--- config.mk ---
export PLATFORM = sky130hd
export DESIGN_NAME = pattern_seq_detector
export DESIGN_NICKNAME = d
export VERILOG_FILES = /design/src/rtl/seq_det_pkg.sv /design/src/rtl/sat_counter.sv /design/src/rtl/pattern_seq_detector.sv
export SDC_FILE = /design/constraint.sdc
export NUM_CORES = 1
export LEC_CHECK = 0
export ABC_CLOCK_PERIOD_IN_PS = 2000
export BUFFER_PORTS_ARGS = -buffer_cell sky130_fd_sc_hd__buf_2
export CORE_MARGIN = 1
export CORE_UTILIZATION = 50
export DETAILED_ROUTE_END_ITERATION = 6
export PLACE_DENSITY_LB_ADDON = 0.3
export SLEW_MARGIN = 20
export SYNTH_ARGS = -nofsm -noshare
export SYNTH_HDL_FRONTEND = slang
export SYNTH_SLANG_ARGS = --single-unit
--- constraint.sdc ---
create_clock -name clk -period 2 [get_ports clk]
set_input_delay 0.4 -clock clk [delete_from_list [all_inputs] [get_ports clk]]
set_output_delay 0.4 -clock clk [all_outputs]
set_load 0.005 [all_outputs]
--- src/rtl/seq_det_pkg.sv ---
// Shared types and sizing helpers for the serial pattern detector.
package seq_det_pkg;

   typedef enum logic [1:0] {
      IDLE  = 2'd0,
      FILL  = 2'd1,
      ARMED = 2'd2
   } det_state_t;

   localparam int DEF_MAX_LEN = 8;
   localparam int LEN_W       = $clog2(DEF_MAX_LEN + 1);

   // Bits needed to hold a pattern length of 0..max_len.
   function automatic int len_width(input int max_len);
      return $clog2(max_len + 1);
   endfunction

endpackage

--- src/rtl/sat_counter.sv ---
// Up-counter that holds at all-ones instead of wrapping; clear has priority over inc.
module sat_counter #(
   parameter int WIDTH = 8
) (
   input  logic             clk,
   input  logic             rst,
   input  logic             clr,
   input  logic             inc,
   output logic [WIDTH-1:0] count
);

   always_ff @(posedge clk) begin
      if (rst || clr)
         count <= '0;
      else if (inc && (count != '1))
         count <= count + 1'b1;
   end

endmodule

--- src/rtl/pattern_seq_detector.sv ---
// Runtime-programmable serial pattern recognizer with a Mealy match output,
// optional overlapping matches and a saturating match counter.
//
//   state | meaning
//   IDLE  | no legal configuration loaded; input stream ignored
//   FILL  | collecting the first len-1 bits after a load or a non-overlap match
//   ARMED | history holds len-1 bits; the next valid bit can complete a match
module pattern_seq_detector
   import seq_det_pkg::*;
#(
   parameter int MAX_LEN   = 8,
   parameter int CNT_WIDTH = 8
) (
   input  logic                          clk,
   input  logic                          rst,
   input  logic                          cfg_load,
   input  logic [MAX_LEN-1:0]            cfg_pattern,
   input  logic [len_width(MAX_LEN)-1:0] cfg_len,
   input  logic                          cfg_overlap,
   input  logic                          in_valid,
   input  logic                          in_bit,
   output logic                          match,
   output logic [CNT_WIDTH-1:0]          match_count,
   output logic                          armed,
   output logic                          cfg_error
);

   localparam int LW = len_width(MAX_LEN);

   det_state_t         state, state_nxt;
   logic [MAX_LEN-1:0] pat;
   logic [MAX_LEN-1:0] cand;
   logic [MAX_LEN-1:0] mask;
   logic [MAX_LEN-2:0] hist;
   logic [LW-1:0]      len;
   logic [LW-1:0]      fill, fill_nxt, fill_inc;
   logic               overlap;
   logic               len_legal;

   assign len_legal = (cfg_len != '0) && (cfg_len <= LW'(MAX_LEN));
   assign cand      = {hist, in_bit};
   assign fill_inc  = fill + LW'(1);
   assign armed     = (state == ARMED);

   // Only the low len bits of the candidate take part in the compare.
   always_comb begin
      mask = '0;
      for (int i = 0; i < MAX_LEN; i++)
         mask[i] = (LW'(i) < len);
   end

   always_comb begin
      match = 1'b0;
      if (!cfg_load && in_valid && (state == ARMED))
         match = (((cand ^ pat) & mask) == '0);
   end

   always_comb begin
      state_nxt = state;
      fill_nxt  = fill;
      if (cfg_load) begin
         fill_nxt = '0;
         if (!len_legal)
            state_nxt = IDLE;
         else if (cfg_len == LW'(1))
            state_nxt = ARMED;
         else
            state_nxt = FILL;
      end else if (in_valid) begin
         unique case (state)
            FILL: begin
               fill_nxt = fill_inc;
               if (fill_inc == (len - LW'(1)))
                  state_nxt = ARMED;
            end
            ARMED: begin
               // Non-overlapping: the completing bit must not seed the next match.
               if (match && !overlap && (len != LW'(1))) begin
                  state_nxt = FILL;
                  fill_nxt  = '0;
               end
            end
            default: ;
         endcase
      end
   end

   always_ff @(posedge clk) begin
      if (rst) begin
         state     <= IDLE;
         pat       <= '0;
         len       <= '0;
         overlap   <= 1'b0;
         hist      <= '0;
         fill      <= '0;
         cfg_error <= 1'b0;
      end else begin
         state <= state_nxt;
         fill  <= fill_nxt;
         if (cfg_load) begin
            hist <= '0;
            if (len_legal) begin
               pat       <= cfg_pattern;
               len       <= cfg_len;
               overlap   <= cfg_overlap;
               cfg_error <= 1'b0;
            end else begin
               pat       <= '0;
               len       <= '0;
               overlap   <= 1'b0;
               cfg_error <= 1'b1;
            end
         end else if (in_valid && (state != IDLE)) begin
            hist <= cand[MAX_LEN-2:0];
         end
      end
   end

   sat_counter #(
      .WIDTH(CNT_WIDTH)
   ) u_match_cnt (
      .clk  (clk),
      .rst  (rst),
      .clr  (cfg_load && len_legal),
      .inc  (match),
      .count(match_count)
   );

endmodule

; ---- Yosys cells after proc, flatten, opt, wreduce, memory -nomap -nowiden
; Cells that the tools add are included.
; W data, S select, Z words.
[word_totals]
regBits = 35
latchBits = 0
mem_bits_rw = 0
romBits = 0
input_bits = 18
out_inout_bits = 11
n_memories = 0
[classes]
add_sub_neg = 3
mul = 0
div = 0
magnitude_cmp = 9
n_eq_ne = 9
shifts = 0
mux = 14
bitwise_logic = 2
n_reduce_logical = 20
[ops]
columns = op, count
row1 = $lt A3 B4 Y1 const A, 4
row2 = $mux W2, 6
row3 = $add A8 B1 Y8 const B, 1
row4 = $and A8 B8 Y8, 1
row5 = $logic_and A1 B1 Y1, 8
row6 = $logic_not A8 Y1, 1
row7 = $lt A1 B4 Y1 const A, 2
row8 = $lt A2 B4 Y1 const A, 2
row9 = $mux W4, 2
row10 = $mux W8, 1
row11 = $ne A8 B8 Y1 const B, 1
row12 = $pmux W4 S2, 1
row13 = $xor A8 B8 Y8, 1
row14 = $reduce_bool A2 Y1, 3
row15 = $add A4 B1 Y4 const B, 1
row16 = $eq A4 B1 Y1 const B, 1
row17 = $eq A4 B4 Y1, 1
row18 = $le A4 B4 Y1 const B, 1
row19 = $ne A4 B1 Y1 const B, 1
row20 = $pmux W2 S2, 1
row21 = $reduce_and A4 Y1, 1
row22 = $reduce_bool A4 Y1, 1
row23 = $sub A4 B1 Y4 const B, 1
row24 = $mux W1, 3
row25 = other kinds (10), 11

; ---- Depth between registers and ports, before layout
; Gate-level depths: netlist of the first run.
[logic_depth]
word_depth = 10
depth_mapped = 8
mapped_depth_nobuf = 7

; ---- Cells and area by module
; From an unflattened synthesis of the first run, not the netlist that was laid out.
[unflattened]
cells_unflattened = 193
area_unflattened_um2 = 1826.8
[by_module_without_submodules]
columns = mod, n_inst, cells_each, area_each_um2, seq_area_each_um2
row1 = pattern_seq_detector, 1, 145, 1405.1, 540.5
row2 = sat_counter, 1, 48, 421.7, 160.2

; ---- Worst setup path before layout of the first run
; OpenSTA, ideal clock, no wires.
[synth_timing]
path_type = register to register
startpoint = register len[0]
endpoint = register u_match_cnt.count[5]
arrival_time_ns = 1.806
t_required_ns = 1.928
setup_slack_ns = 0.123
stages_incl_launch_ff = 8
n_path_buf = 1
path_cell_list = dfxtp_1 > ha_1 > or3b_1 > a21oi_2 > o211ai_2 > buf_6 > nor4_1 > mux2i_1
[synth_via]
elab_chain_cells = 5
[synth_rtl]
columns = item, line_no
row1 = start: declaration, pattern_seq_detector.sv:35  ; logic [LW-1:0] len;
row2 = start signal: assignment, pattern_seq_detector.sv:104  ; len <= cfg_len;
row3 = "$lt A1 B4 Y1, or another cell as far along", pattern_seq_detector.sv:49  ; mask[i] = (LW'(i) < len);
row4 = $and A8 B8 Y8 *, pattern_seq_detector.sv:55  ; match = (((cand ^ pat) & mask) == '0);
row5 = $logic_not A8 Y1 *, pattern_seq_detector.sv:55
row6 = $mux W1 *, pattern_seq_detector.sv:54  ; if (!cfg_load && in_valid && (state == ARMED))
row7 = $logic_and A1 B1 Y1 *, sat_counter.sv:15  ; else if (inc && (count != '1))
row8 = end signal: assignment, sat_counter.sv:16  ; count <= count + 1'b1;
row9 = end: declaration, sat_counter.sv:9  ; output logic [WIDTH-1:0] count
; Mark *: on every way between the ends. The rest lies on a longest branch, timed or not.
; A chain may end at the register's enable or synchronous reset.

; ---- Worst setup path in the final report of the first run
[layout_timing]
startpoint = register len[1]
endpoint = output match
[layout_via]
elab_chain_cells = 4
[layout_rtl]
columns = item, line_no
row1 = "$lt A1 B4 Y1, or another cell as far along", pattern_seq_detector.sv:49
row2 = $and A8 B8 Y8 *, pattern_seq_detector.sv:55
row3 = $logic_not A8 Y1 *, pattern_seq_detector.sv:55
row4 = $mux W1 *, pattern_seq_detector.sv:54
row5 = end: declaration, pattern_seq_detector.sv:22  ; output logic match,
; Marked as above.

==> results.json, run 1 <==
{
  "outcome": "complete, but fails checks",
  "failed_checks": "setup timing",
  "synth_top_cells_by_area": "sky130_fd_sc_hd__dfxtp_1 (38%), sky130_fd_sc_hd__mux2i_1 (5.4%), sky130_fd_sc_hd__a22o_1 (5.2%)",
  "grt_pass1_vias": 1693,
  "fill_cells": 260,
  "depth_of_the_most_critical_reg_to_reg_path": 8,
  "cts.path.max_buffers": 2,
  "mappedNetlistNets": 223,
  "hold_viol_final": 0,
  "r2r-end": "u_match_cnt.count[4]",
  "vias": 1741,
  "die_height_um": 62.7,
  "hold_path_class": "input pin to flop",
  "cp.arrival_ns": 1.72,
  "setup_viol_count_final": 7,
  "finalMaxSlewViolations": 0,
  "final_common_cell": "sky130_fd_sc_hd__dfxtp_1",
  "hpwlAfterDp_um": 3000,
  "fin_nets": 271,
  "crit_path_top_delay_cell": "sky130_fd_sc_hd__dfxtp_4",
  "min_delay_src": "cfg_pattern[3]",
  "design_power_total_w": 0.00145,
  "ir_worst_vdd_mv": 0.370,
  "rows": 21,
  "final_antenna_net_count": 0,
  "synth.lib_cells_used.distinct": 46,
  "drv.max_cap_violation_count": 0,
  "floorplan_core_area_sq_mm": 0.00344,
  "pwr-share-seq_pct": 50.4,
  "timing.critical_path.from_type": "flop",
  "power_density_mw_per_mm2": 602,
  "hold_depth": 2,
  "cts.hold.buffers_added": 0,
  "initial_antenna_violation_count": 0,
  "worst_setup_path_end_kind": "output port",
  "share_clk_of_total_power_pct": 34.4,
  "unrepaired_setup_endpoints_after_global_routing": "yes",
  "worst-endpoint-required_ns": 1.60,
  "holdPathEnd": "pat[3]",
  "p_leak_nw": 0.987,
  "diodes": 0,
  "worst_r2r_startpoint": "len[1]",
  "regArea_sq_um": 711,
  "grt_max_degree": 13,
  "synthesized_netlist_cell_count": 200,
  "netlist_area_sq_mm": 0.00184,
  "yosys_register_bits": 35,
  "post_route_cells_drive_above_1_share_pct": 33.7,
  "initial_core_util_pct": 53.5,
  "regToRegSetupSlack_ns": -0.10,
  "port_buffers": 28,
  "clock_network_latency_to_the_later_pin_of_the_worst_skew_pair_ns": 0.29,
  "clkSlewWorstSetupHoldPaths_ns": 0.07,
  "synth_edf_count": 0,
  "remaining_drc_errors": 0,
  "yosys.area.top_type": "sky130_fd_sc_hd__dfxtp_1",
  "worst_slew_margin_rel_pct": 75.4,
  "dpl-instance-area_sq_mm": 0.00212,
  "crit_fanout": 4,
  "ctsHtreeMaxLevel": 2,
  "design.die.area_sq_mm": 0.00393,
  "synth_largest_type_area_fraction_pct": 38.0,
  "grt_first_pass_wirelength_um": 7800,
  "globalRoute.totalOverflow": 0,
  "synthArstFlopShare_pct": 0,
  "postSynth.topFlopCell": "sky130_fd_sc_hd__dfxtp_1",
  "avgSynthCellArea_sq_um": 9.21,
  "clock.fmax_ghz": 0.473,
  "numClockSinks": 35,
  "final.min_clock_period_ns": 2.12,
  "cts_tree": "yes",
  "p_comb_share_pct": 15.2,
  "number_of_top_level_pins": 29,
  "cts_root_buf": "sky130_fd_sc_hd__clkbuf_8",
  "p_sw_w": 0.000385,
  "drt-total-wl_um": 4870,
  "die_x_um": 62.7,
  "final_total_negative_setup_slack_ns": -0.443,
  "intPower_w": 0.00106,
  "final_cell_mix": "sky130_fd_sc_hd__dfxtp_1 (31), sky130_fd_sc_hd__buf_2 (28), sky130_fd_sc_hd__buf_4 (20), sky130_fd_sc_hd__nor2_1 (12)",
  "worstSetupPathType": "flop to output port",
  "grt_use_total_pct": 25.6,
  "yosysSeqAreaShare_pct": 38.0,
  "switching_share_pct": 26.6,
  "worstMarginPinSlew_ns": 0.368,
  "mean_number_of_vias_per_cell": 5.90,
  "clock_skew_ns": 0.00450,
  "postLayoutCellArea_sq_mm": 0.00240,
  "placer_congestion_estimate": 0.815,
  "cts_bufs_inserted": 5,
  "fin_ws_ns": -0.116,
  "slowest_delay_ns": 0.38,
  "multiInputGateArea_sq_mm": 0.00119,
  "drtPass1Iterations": 4,
  "ys_warn_count": 0,
  "avgRoutedWirePerCell_um": 16.5,
  "layout-area-overhead-vs-synth_pct": 30.5,
  "layout_worst_path_cycle_share_pct": 106,
  "path_cells": "buf_4 -> nor3b_4 -> o22ai_2 -> o32a_4 -> nor2_4 -> buf_2",
  "drtIter0Drc": 78
}
through the flow:
stage / util (%) / instances / worst slack, ns / hold WS [ns]
3_5_place_dp: 61.5 / 282 / -0.0882 / 0.477
6_report: 69.8 / 295 / -0.116 / 0.318
3_3_place_gp: 61.5 / 282 / -0.0156 / 0.447
2_1_floorplan: - / 200 / 0.123 / 0.450
5_1_grt: 69.8 / 295 / -0.154 / 0.316
4_1_cts: 67.7 / 292 / -0.112 / 0.314
synth_stat cells (2+ instances only):
library cell	n
sky130_fd_sc_hd__dfxtp_1	35
sky130_fd_sc_hd__nor2_1	13
sky130_fd_sc_hd__a21oi_1	12
sky130_fd_sc_hd__a22o_1	11
sky130_fd_sc_hd__xnor2_1	11
sky130_fd_sc_hd__mux2i_1	10
sky130_fd_sc_hd__o21ai_0	8
sky130_fd_sc_hd__inv_1	7
sky130_fd_sc_hd__nand2_1	7
sky130_fd_sc_hd__nand2b_1	7
sky130_fd_sc_hd__clkbuf_1	6
sky130_fd_sc_hd__nand3_1	6
sky130_fd_sc_hd__nor3_1	6
sky130_fd_sc_hd__a31oi_1	5
sky130_fd_sc_hd__ha_1	5
sky130_fd_sc_hd__o31ai_1	4
sky130_fd_sc_hd__xor2_1	4
sky130_fd_sc_hd__buf_6	3
sky130_fd_sc_hd__nor2b_1	3
sky130_fd_sc_hd__or4_1	3
sky130_fd_sc_hd__a21o_1	2
sky130_fd_sc_hd__a311oi_1	2
sky130_fd_sc_hd__buf_2	2
sky130_fd_sc_hd__nand3b_1	2
sky130_fd_sc_hd__nand4_1	2
sky130_fd_sc_hd__nor3b_1	2
sky130_fd_sc_hd__o211ai_1	2
sky130_fd_sc_hd__or3b_1	2
timing repair:
| item | in CTS | in global routing |
|---|---|---|
| pin swaps | 10 | 8 |
| setup endpoints to repair | 10 | 11 |
| setup buffers | 2 | 3 |
| resized for setup | 27 | 12 |
logic make-up after synthesis:
family / share of synthesized area (%)
AO/OA/AOI/OAI: 21.0
AND/OR/NAND/NOR: 18.8
adder cells (fa/ha/maj): 3.40
XOR/XNOR: 8.36
buffers and inverters: 5.03
multiplexers: 5.43
flip-flops: 38.0
worst max-delay path, delay by kind of cell, from the launching register on:
family                 cells  cell delay, ns
AOI/OAI and AO/OA          2            0.45
DFF                        1            0.38
and+or+nand+nor            2            0.33
buffers and inverters      2            0.26
how the worst max path moves through the flow:
stage,start,end,cells past startpoint
CTS,len[1],match,6
global route,len[1],match,6
finish,len[1],match,6
detailed placement,len[0],u_match_cnt.count[6],7
global placement,len[0],u_match_cnt.count[4],6
floorplan,len[0],u_match_cnt.count[5],7
final cells by class:
class | count | area share [%]
inverter | 7 | 1.20
multi-input combinational | 147 | 49.5
tap | 46 | 2.39
timing repair buffer | 52 | 14.0
clock buffer | 7 | 3.18
sequential | 35 | 29.6
clock inverter | 1 | 0.208
power by group through the flow:
stage	Clock [W]	Combinational, W	Sequential [W]
after floorplan	0	0.000117	0.000739
after global placement	0	0.000180	0.000743
after detailed placement	0	0.000183	0.000743
after CTS	0.000500	0.000200	0.000728
after global routing	0.000535	0.000237	0.000731
final	0.000497	0.000221	0.000730
metal layers:
layer	GRT usage, %	up-vias	share of wire, %
met2	42.9	67	49
met1	28.5	826	40
met5	0	-	0
met3	6.93	18	6.6
met4	16.3	0	4.1
li1	-	830	-
sequential cells by signal, summed over array words and instances, names as in the netlist:
signal,flops
fill,4
hist,7
overlap,1
pat,8
len,4
u_match_cnt.count,8
state,2
cfg_error,1
Power figures use the tool's default switching activity.
==> inputs of run 2 (changes only) <==
--- a/config.mk
+++ b/config.mk
@@ -11,6 +11,7 @@
 export CORE_UTILIZATION = 50
 export DETAILED_ROUTE_END_ITERATION = 6
 export PLACE_DENSITY_LB_ADDON = 0.3
+export SETUP_SLACK_MARGIN = 0.1
 export SLEW_MARGIN = 20
 export SYNTH_ARGS = -nofsm -noshare
 export SYNTH_HDL_FRONTEND = slang
==> run 2 against run 1 <==
Critical path type unchanged; global-route usage down 0.34 points; flip-flop and latch count unchanged; largest power group unchanged; the flow still finishes with violations (setup timing); maximum frequency up 0.51%.
==> results.json, run 2 (synthesis gave the netlist of run 1 again) <==
{
  "vias": 1744,
  "initial_antenna_violation_count": 0,
  "final_total_negative_setup_slack_ns": -0.456,
  "cp.arrival_ns": 1.71,
  "critPathBufInv": 2,
  "clock.fmax_ghz": 0.475,
  "path_cells": "buf_4 -> nor3b_4 -> o22ai_2 -> o32a_4 -> nor2_4 -> buf_2",
  "clock_network_latency_to_the_later_pin_of_the_worst_skew_pair_ns": 0.30,
  "port_buffers": 28,
  "grt_use_total_pct": 25.3,
  "cts_bufs_inserted": 5,
  "clkSlewWorstSetupHoldPaths_ns": 0.07,
  "failed_checks": "setup timing",
  "ctsHtreeMaxLevel": 2,
  "worst-endpoint-required_ns": 1.60,
  "setup_viol_count_final": 7,
  "crit_path_top_delay_cell": "sky130_fd_sc_hd__dfxtp_4",
  "outcome": "complete, but fails checks",
  "worstMarginPinSlew_ns": 0.359,
  "numClockSinks": 35,
  "placer_congestion_estimate": 0.815,
  "grt_max_degree": 13,
  "drtIter0Drc": 89,
  "post_route_cells_drive_above_1_share_pct": 36.5,
  "cts_root_buf": "sky130_fd_sc_hd__clkbuf_8",
  "min_delay_src": "cfg_pattern[3]",
  "final_cell_mix": "sky130_fd_sc_hd__dfxtp_1 (31), sky130_fd_sc_hd__buf_2 (28), sky130_fd_sc_hd__buf_4 (20), sky130_fd_sc_hd__nor2_1 (12)",
  "critical_path.top_delay_family": "compound AO/OA/AOI/OAI gates",
  "cts.path.max_buffers": 2,
  "final_antenna_net_count": 0,
  "initial_core_util_pct": 53.5,
  "fin_ws_ns": -0.105,
  "finalMaxSlewViolations": 0,
  "diodes": 0,
  "ir_worst_vdd_mv": 0.368,
  "avgRoutedWirePerCell_um": 16.9,
  "worst_r2r_startpoint": "len[1]",
  "worst_slew_margin_rel_pct": 75.9,
  "cts_tree": "yes",
  "power_density_mw_per_mm2": 594,
  "fin_hold_ws_ns": 0.316,
  "drtPass1Iterations": 4,
  "mean_number_of_vias_per_cell": 5.91,
  "globalRoute.totalOverflow": 0,
  "number_of_top_level_pins": 29,
  "drv.max_cap_violation_count": 0,
  "die_height_um": 62.7,
  "floorplan_core_area_sq_mm": 0.00344,
  "grt_first_pass_wirelength_um": 7730,
  "fin_nets": 271,
  "worst_setup_path_end_kind": "output port",
  "rows": 21,
  "unrepaired_setup_endpoints_after_global_routing": "yes",
  "grt_pass1_vias": 1664,
  "p_leak_nw": 0.996,
  "timing.critical_path.from_type": "flop",
  "largest_registers": "pat (8), u_match_cnt.count (8), hist (7)",
  "crit_path_start": "len[1]",
  "final_common_cell": "sky130_fd_sc_hd__dfxtp_1",
  "cts.hold.buffers_added": 0,
  "final.min_clock_period_ns": 2.11,
  "worstSetupPathType": "flop to output port",
  "slowest_delay_ns": 0.37,
  "design.die.area_sq_mm": 0.00393,
  "layout_worst_path_cycle_share_pct": 105,
  "hold_path_class": "input pin to flop",
  "hold_viol_final": 0,
  "hpwlAfterDp_um": 3000,
  "drt-total-wl_um": 4970,
  "clock_skew_ns": 0.00749,
  "remaining_drc_errors": 0,
  "layout-area-overhead-vs-synth_pct": 32.9,
  "crit_fanout": 4,
  "die_x_um": 62.7
}
==> run 2: changes by cell type in the layout (fill, tap and decap cells not counted), moves of 2 or more <==
| cell | before | now |
|---|---|---|
| sky130_fd_sc_hd__or4_4 | 0 | 2 |
| sky130_fd_sc_hd__a311oi_2 | 0 | 2 |
| sky130_fd_sc_hd__o31ai_2 | 0 | 2 |
| sky130_fd_sc_hd__a311oi_1 | 2 | 0 |
| sky130_fd_sc_hd__o31ai_1 | 4 | 2 |
| sky130_fd_sc_hd__or4_1 | 3 | 1 |
| sky130_fd_sc_hd__o21ai_1 | 1 | 3 |
| sky130_fd_sc_hd__o21ai_0 | 7 | 5 |
==> run 2: metal layers <==
layer	vias to the layer above	share of wire, %	track usage, %
li1	829	-	-
met1	837	41	29.2
met2	60	50	41.6
met3	18	5.2	6.39
met4	0	4.0	15.7
met5	-	0	0
==> run 2: layout make-up <==
cell class	count	area, sq um
Sequential cell	35	711
Clock buffer	7	76.3
Clock inverter	1	5.00
Fill cell	257	993
Multi-Input combinational cell	147	1230
Inverter	7	28.8
Timing Repair Buffer	52	335
Tap cell	46	57.6
==> run 2: timing repair <==
item	4_1_cts	5_1_grt
endpoints found under the setup margin	11	15
buffers inserted	2	3
pin swaps	12	15
gates resized for setup	28	21
hold endpoints to repair	0	0
==> run 2: path summary, 6_finish.rpt <==
path / endpoint / slack [ns] / cells past startpoint
setup / recovery: match / -0.11 / 6
hold / removal: pat[3] / 0.32 / 2
setup reg to reg: u_match_cnt.count[6] / -0.09 / 8
hold reg to reg: cfg_error / 0.48 / 2
==> run 2: report_power, final <==
part | switching [W] | internal, W
clock | 0.000255 | 0.000244
combinational | 0.000118 | 0.000107
sequential | 0.0000166 | 0.000713
total | 0.000390 | 0.00106
==> run 2: stage by stage <==
stage	util, %	area [sq um]	power (W)	cells	setup WS, ns
6_report	71.1	2450	0.00145	295	-0.105
4_1_cts	67.9	2340	0.00143	292	-0.112
2_1_floorplan	-	1840	0.000856	200	0.123
5_1_grt	71.1	2450	0.00151	295	-0.133
3_3_place_gp	61.5	2120	0.000923	282	-0.0156
3_5_place_dp	61.5	2120	0.000926	282	-0.0882
==> inputs of run 3 (changes only) <==
--- a/config.mk
+++ b/config.mk
@@ -12,7 +12,7 @@
 export DETAILED_ROUTE_END_ITERATION = 6
 export PLACE_DENSITY_LB_ADDON = 0.3
 export SETUP_SLACK_MARGIN = 0.1
-export SLEW_MARGIN = 20
 export SYNTH_ARGS = -nofsm -noshare
 export SYNTH_HDL_FRONTEND = slang
+export SYNTH_HIERARCHICAL = 1
 export SYNTH_SLANG_ARGS = --single-unit
==> run 3 against run 2 <==
The flow still finishes with violations (setup timing); synthesized area is 0.82% lower; maximum frequency shrank 7.5%; sequential share of layout area rose by 1.6 points; global-route usage decreased by 2.8 points; via count shrank 9.3%; worst hold slack got worse by 0.059 ns; largest cell class unchanged; clock-buffer cell count down 1; synthesized cell count is 3.5% lower; cell area down 5.4%.
==> results.json, run 3 <==
{
  "cts.path.max_buffers": 2,
  "layout-area-overhead-vs-synth_pct": 26.8,
  "hold_path_class": "input pin to flop",
  "regArea_sq_um": 708,
  "path_cells": "inv_2 -> ha_2 -> a31oi_1 -> o32a_1 -> a211oi_2 -> buf_2",
  "synth_most_common_cell": "sky130_fd_sc_hd__dfxtp_1",
  "crit_fanout": 4,
  "hold_depth": 2,
  "design.die.area_sq_mm": 0.00390,
  "initial_core_util_pct": 53.5,
  "r2r-end": "u_match_cnt/count[6]",
  "ys_top_cells_by_count": "sky130_fd_sc_hd__dfxtp_1 (35), sky130_fd_sc_hd__nor2_1 (22), sky130_fd_sc_hd__mux2i_1 (13), sky130_fd_sc_hd__xnor2_1 (13), sky130_fd_sc_hd__a22o_1 (10)",
  "synthesized_netlist_cell_count": 193,
  "depth_of_the_most_critical_reg_to_reg_path": 8,
  "finish.utilization_pct": 67.8,
  "ctsHtreeMaxLevel": 2,
  "clock_skew_ns": 0.0162,
  "clkSlewWorstSetupHoldPaths_ns": 0.12,
  "remaining_drc_errors": 0,
  "largest_registers": "pat (8), u_match_cnt/count (8), hist (7)",
  "avgRoutedWirePerCell_um": 14.2,
  "holdPathEnd": "pat[5]",
  "mean_number_of_vias_per_cell": 5.49,
  "rows": 21,
  "diodes": 0,
  "mappedNetlistNets": 216,
  "final_common_cell": "sky130_fd_sc_hd__dfxtp_1",
  "ys_warn_count": 6,
  "grt_max_degree": 15,
  "hold_viol_final": 0,
  "cts_tree": "yes",
  "power_density_mw_per_mm2": 559,
  "drt-total-wl_um": 4100,
  "fin_ws_ns": -0.275,
  "fill_cells": 287,
  "avgSynthCellArea_sq_um": 9.47,
  "number_of_top_level_pins": 29,
  "ir_worst_vdd_mv": 0.420,
  "floorplan_core_area_sq_mm": 0.00342,
  "die_height_um": 62.4,
  "fin_nets": 264,
  "clock.fmax_ghz": 0.440,
  "numClockSinks": 35,
  "final_cell_mix": "sky130_fd_sc_hd__dfxtp_1 (33), sky130_fd_sc_hd__buf_2 (28), sky130_fd_sc_hd__nor2_1 (19), sky130_fd_sc_hd__buf_4 (18)",
  "netlist_area_sq_mm": 0.00183,
  "placer_congestion_estimate": 0.875,
  "die_x_um": 62.4,
  "finalMaxSlewViolations": 0,
  "slowest_delay_ns": 0.39,
  "outcome": "complete, but fails checks",
  "clock_network_latency_to_the_later_pin_of_the_worst_skew_pair_ns": 0.34,
  "yosysSeqAreaShare_pct": 38.4,
  "worst_r2r_startpoint": "len[1]",
  "port_buffers": 28,
  "drtIter0Drc": 46,
  "regToRegSetupSlack_ns": -0.26,
  "worstMarginPinSlew_ns": 0.854,
  "min_delay_src": "cfg_pattern[5]",
  "cts_root_buf": "sky130_fd_sc_hd__clkbuf_4",
  "worstSetupPathType": "flop to output port",
  "grt_pass1_vias": 1504,
  "initial_antenna_violation_count": 0,
  "timing.critical_path.from_type": "flop",
  "yosys_register_bits": 35,
  "worst_setup_path_end_kind": "output port",
  "crit_path_top_delay_cell": "sky130_fd_sc_hd__dfxtp_4",
  "synth_top_cells_by_area": "sky130_fd_sc_hd__dfxtp_1 (38%), sky130_fd_sc_hd__mux2i_1 (7.1%), sky130_fd_sc_hd__xnor2_1 (6.2%)",
  "final_antenna_net_count": 0,
  "synth_largest_type_area_fraction_pct": 38.4,
  "multiInputGateArea_sq_mm": 0.00116,
  "failed_checks": "setup timing",
  "yosys.area.top_type": "sky130_fd_sc_hd__dfxtp_1",
  "globalRoute.totalOverflow": 0,
  "post_route_cells_drive_above_1_share_pct": 35.5,
  "unrepaired_setup_endpoints_after_global_routing": "yes",
  "drtPass1Iterations": 4,
  "synth.lib_cells_used.distinct": 52,
  "synthArstFlopShare_pct": 0,
  "postSynth.topFlopCell": "sky130_fd_sc_hd__dfxtp_1",
  "worst-endpoint-required_ns": 1.60,
  "synth_edf_count": 0,
  "setup_viol_count_final": 10,
  "drv.max_cap_violation_count": 0,
  "dpl_worst_slack_ns": -0.305,
  "p_leak_nw": 0.983,
  "vias": 1581,
  "final.min_clock_period_ns": 2.28,
  "cp.arrival_ns": 1.88,
  "cts_bufs_inserted": 5,
  "worst_slew_margin_rel_pct": 42.7,
  "grt_use_total_pct": 22.5,
  "layout_worst_path_cycle_share_pct": 114,
  "grt_first_pass_wirelength_um": 6880,
  "hpwlAfterDp_um": 2910
}
## run 3: cell types whose count changed after synthesis, sizes merged, moves of 3 or more
| cell | before | now |
|---|---|---|
| o31ai | 4 | 0 |
| nand2b | 7 | 2 |
| o21ai | 9 | 6 |
| mux2i | 10 | 13 |
| a21oi | 13 | 7 |
| or3 | 1 | 4 |
| nor2 | 13 | 22 |
| a31oi | 5 | 2 |
| nor2b | 3 | 0 |
## run 3: layer usage
layer	GRT usage [%]	part of all wire (%)
met1	29.4	47
met2	35.6	48
met3	4.56	2.7
met4	9.88	2.0
met5	0	0
## run 3: final cells by class
type | instances | share of cell area [%]
Clock inverter | 2 | 0.540
Tap cell | 46 | 2.49
Clock buffer | 6 | 1.78
Sequential cell | 35 | 30.6
Inverter | 6 | 0.972
Multi-Input combinational cell | 144 | 49.9
Timing Repair Buffer | 49 | 13.7
## run 3: logic make-up (layout without fill, tap and decap cells)
family                   count (synthesis)  after routing  synth area share (%)
AND/OR/NAND/NOR                         69             69                  21.2
AO/OA/AOI/OAI                           39             39                  16.7
flip-flops                              35             35                  38.4
XOR/XNOR                                18             18                  9.38
buffers and inverters                   14             63                  3.84
multiplexers                            13             13                  7.12
adder cells (fa/ha/maj)                  5              5                  3.42
## run 3: where the power goes
part	total, W	switching, W	leakage (nW)	internal, W
combinational	0.000186	0.0000956	0.669	0.0000906
sequential	0.000726	0.0000143	0.285	0.000712
clock	0.000383	0.000247	0.0282	0.000136
total	0.00130	0.000357	0.983	0.000938
## run 3: what timing repair did
action	CTS	global route
pin swaps	6	5
hold endpoints to repair	0	0
setup buffers	4	0
hold buffers	0	0
resized for setup	9	12
endpoints found under the setup margin	15	15
## run 3: metrics by stage
stage | std cells | setup TNS, ns | power, W | hold WS, ns | instance area, sq um
after floorplan | 193 | -0.716 | 0.000849 | 0.451 | 1860
final | 288 | -1.39 | 0.00130 | 0.257 | 2320
after CTS | 288 | -1.17 | 0.00131 | 0.244 | 2270
after detailed placement | 276 | -1.05 | 0.000915 | 0.475 | 2150
after global routing | 288 | -2.55 | 0.00137 | 0.238 | 2320
after global placement | 276 | -0.756 | 0.000912 | 0.465 | 2150
## run 3: worst max-delay path by stage
| stage | from | end | slack (ns) | cells after the start |
|---|---|---|---|---|
| floorplan | len[0] | u_match_cnt/count[6] | -0.28 | 8 |
| global placement | len[1] | u_match_cnt/count[6] | -0.23 | 8 |
| detailed placement | len[1] | u_match_cnt/count[6] | -0.31 | 8 |
| CTS | len[1] | match | -0.26 | 6 |
| global route | len[1] | u_match_cnt/count[6] | -0.38 | 8 |
| finish | len[1] | match | -0.28 | 6 |
## run 3: worst max-delay path, delay by kind of cell (launching register included)
kind / cells / cell delay, ns
buffers and inverters: 2 / 0.24
flip-flops: 1 / 0.39
AO/OA/AOI/OAI: 3 / 0.72
adder cells (fa/ha/maj): 1 / 0.18
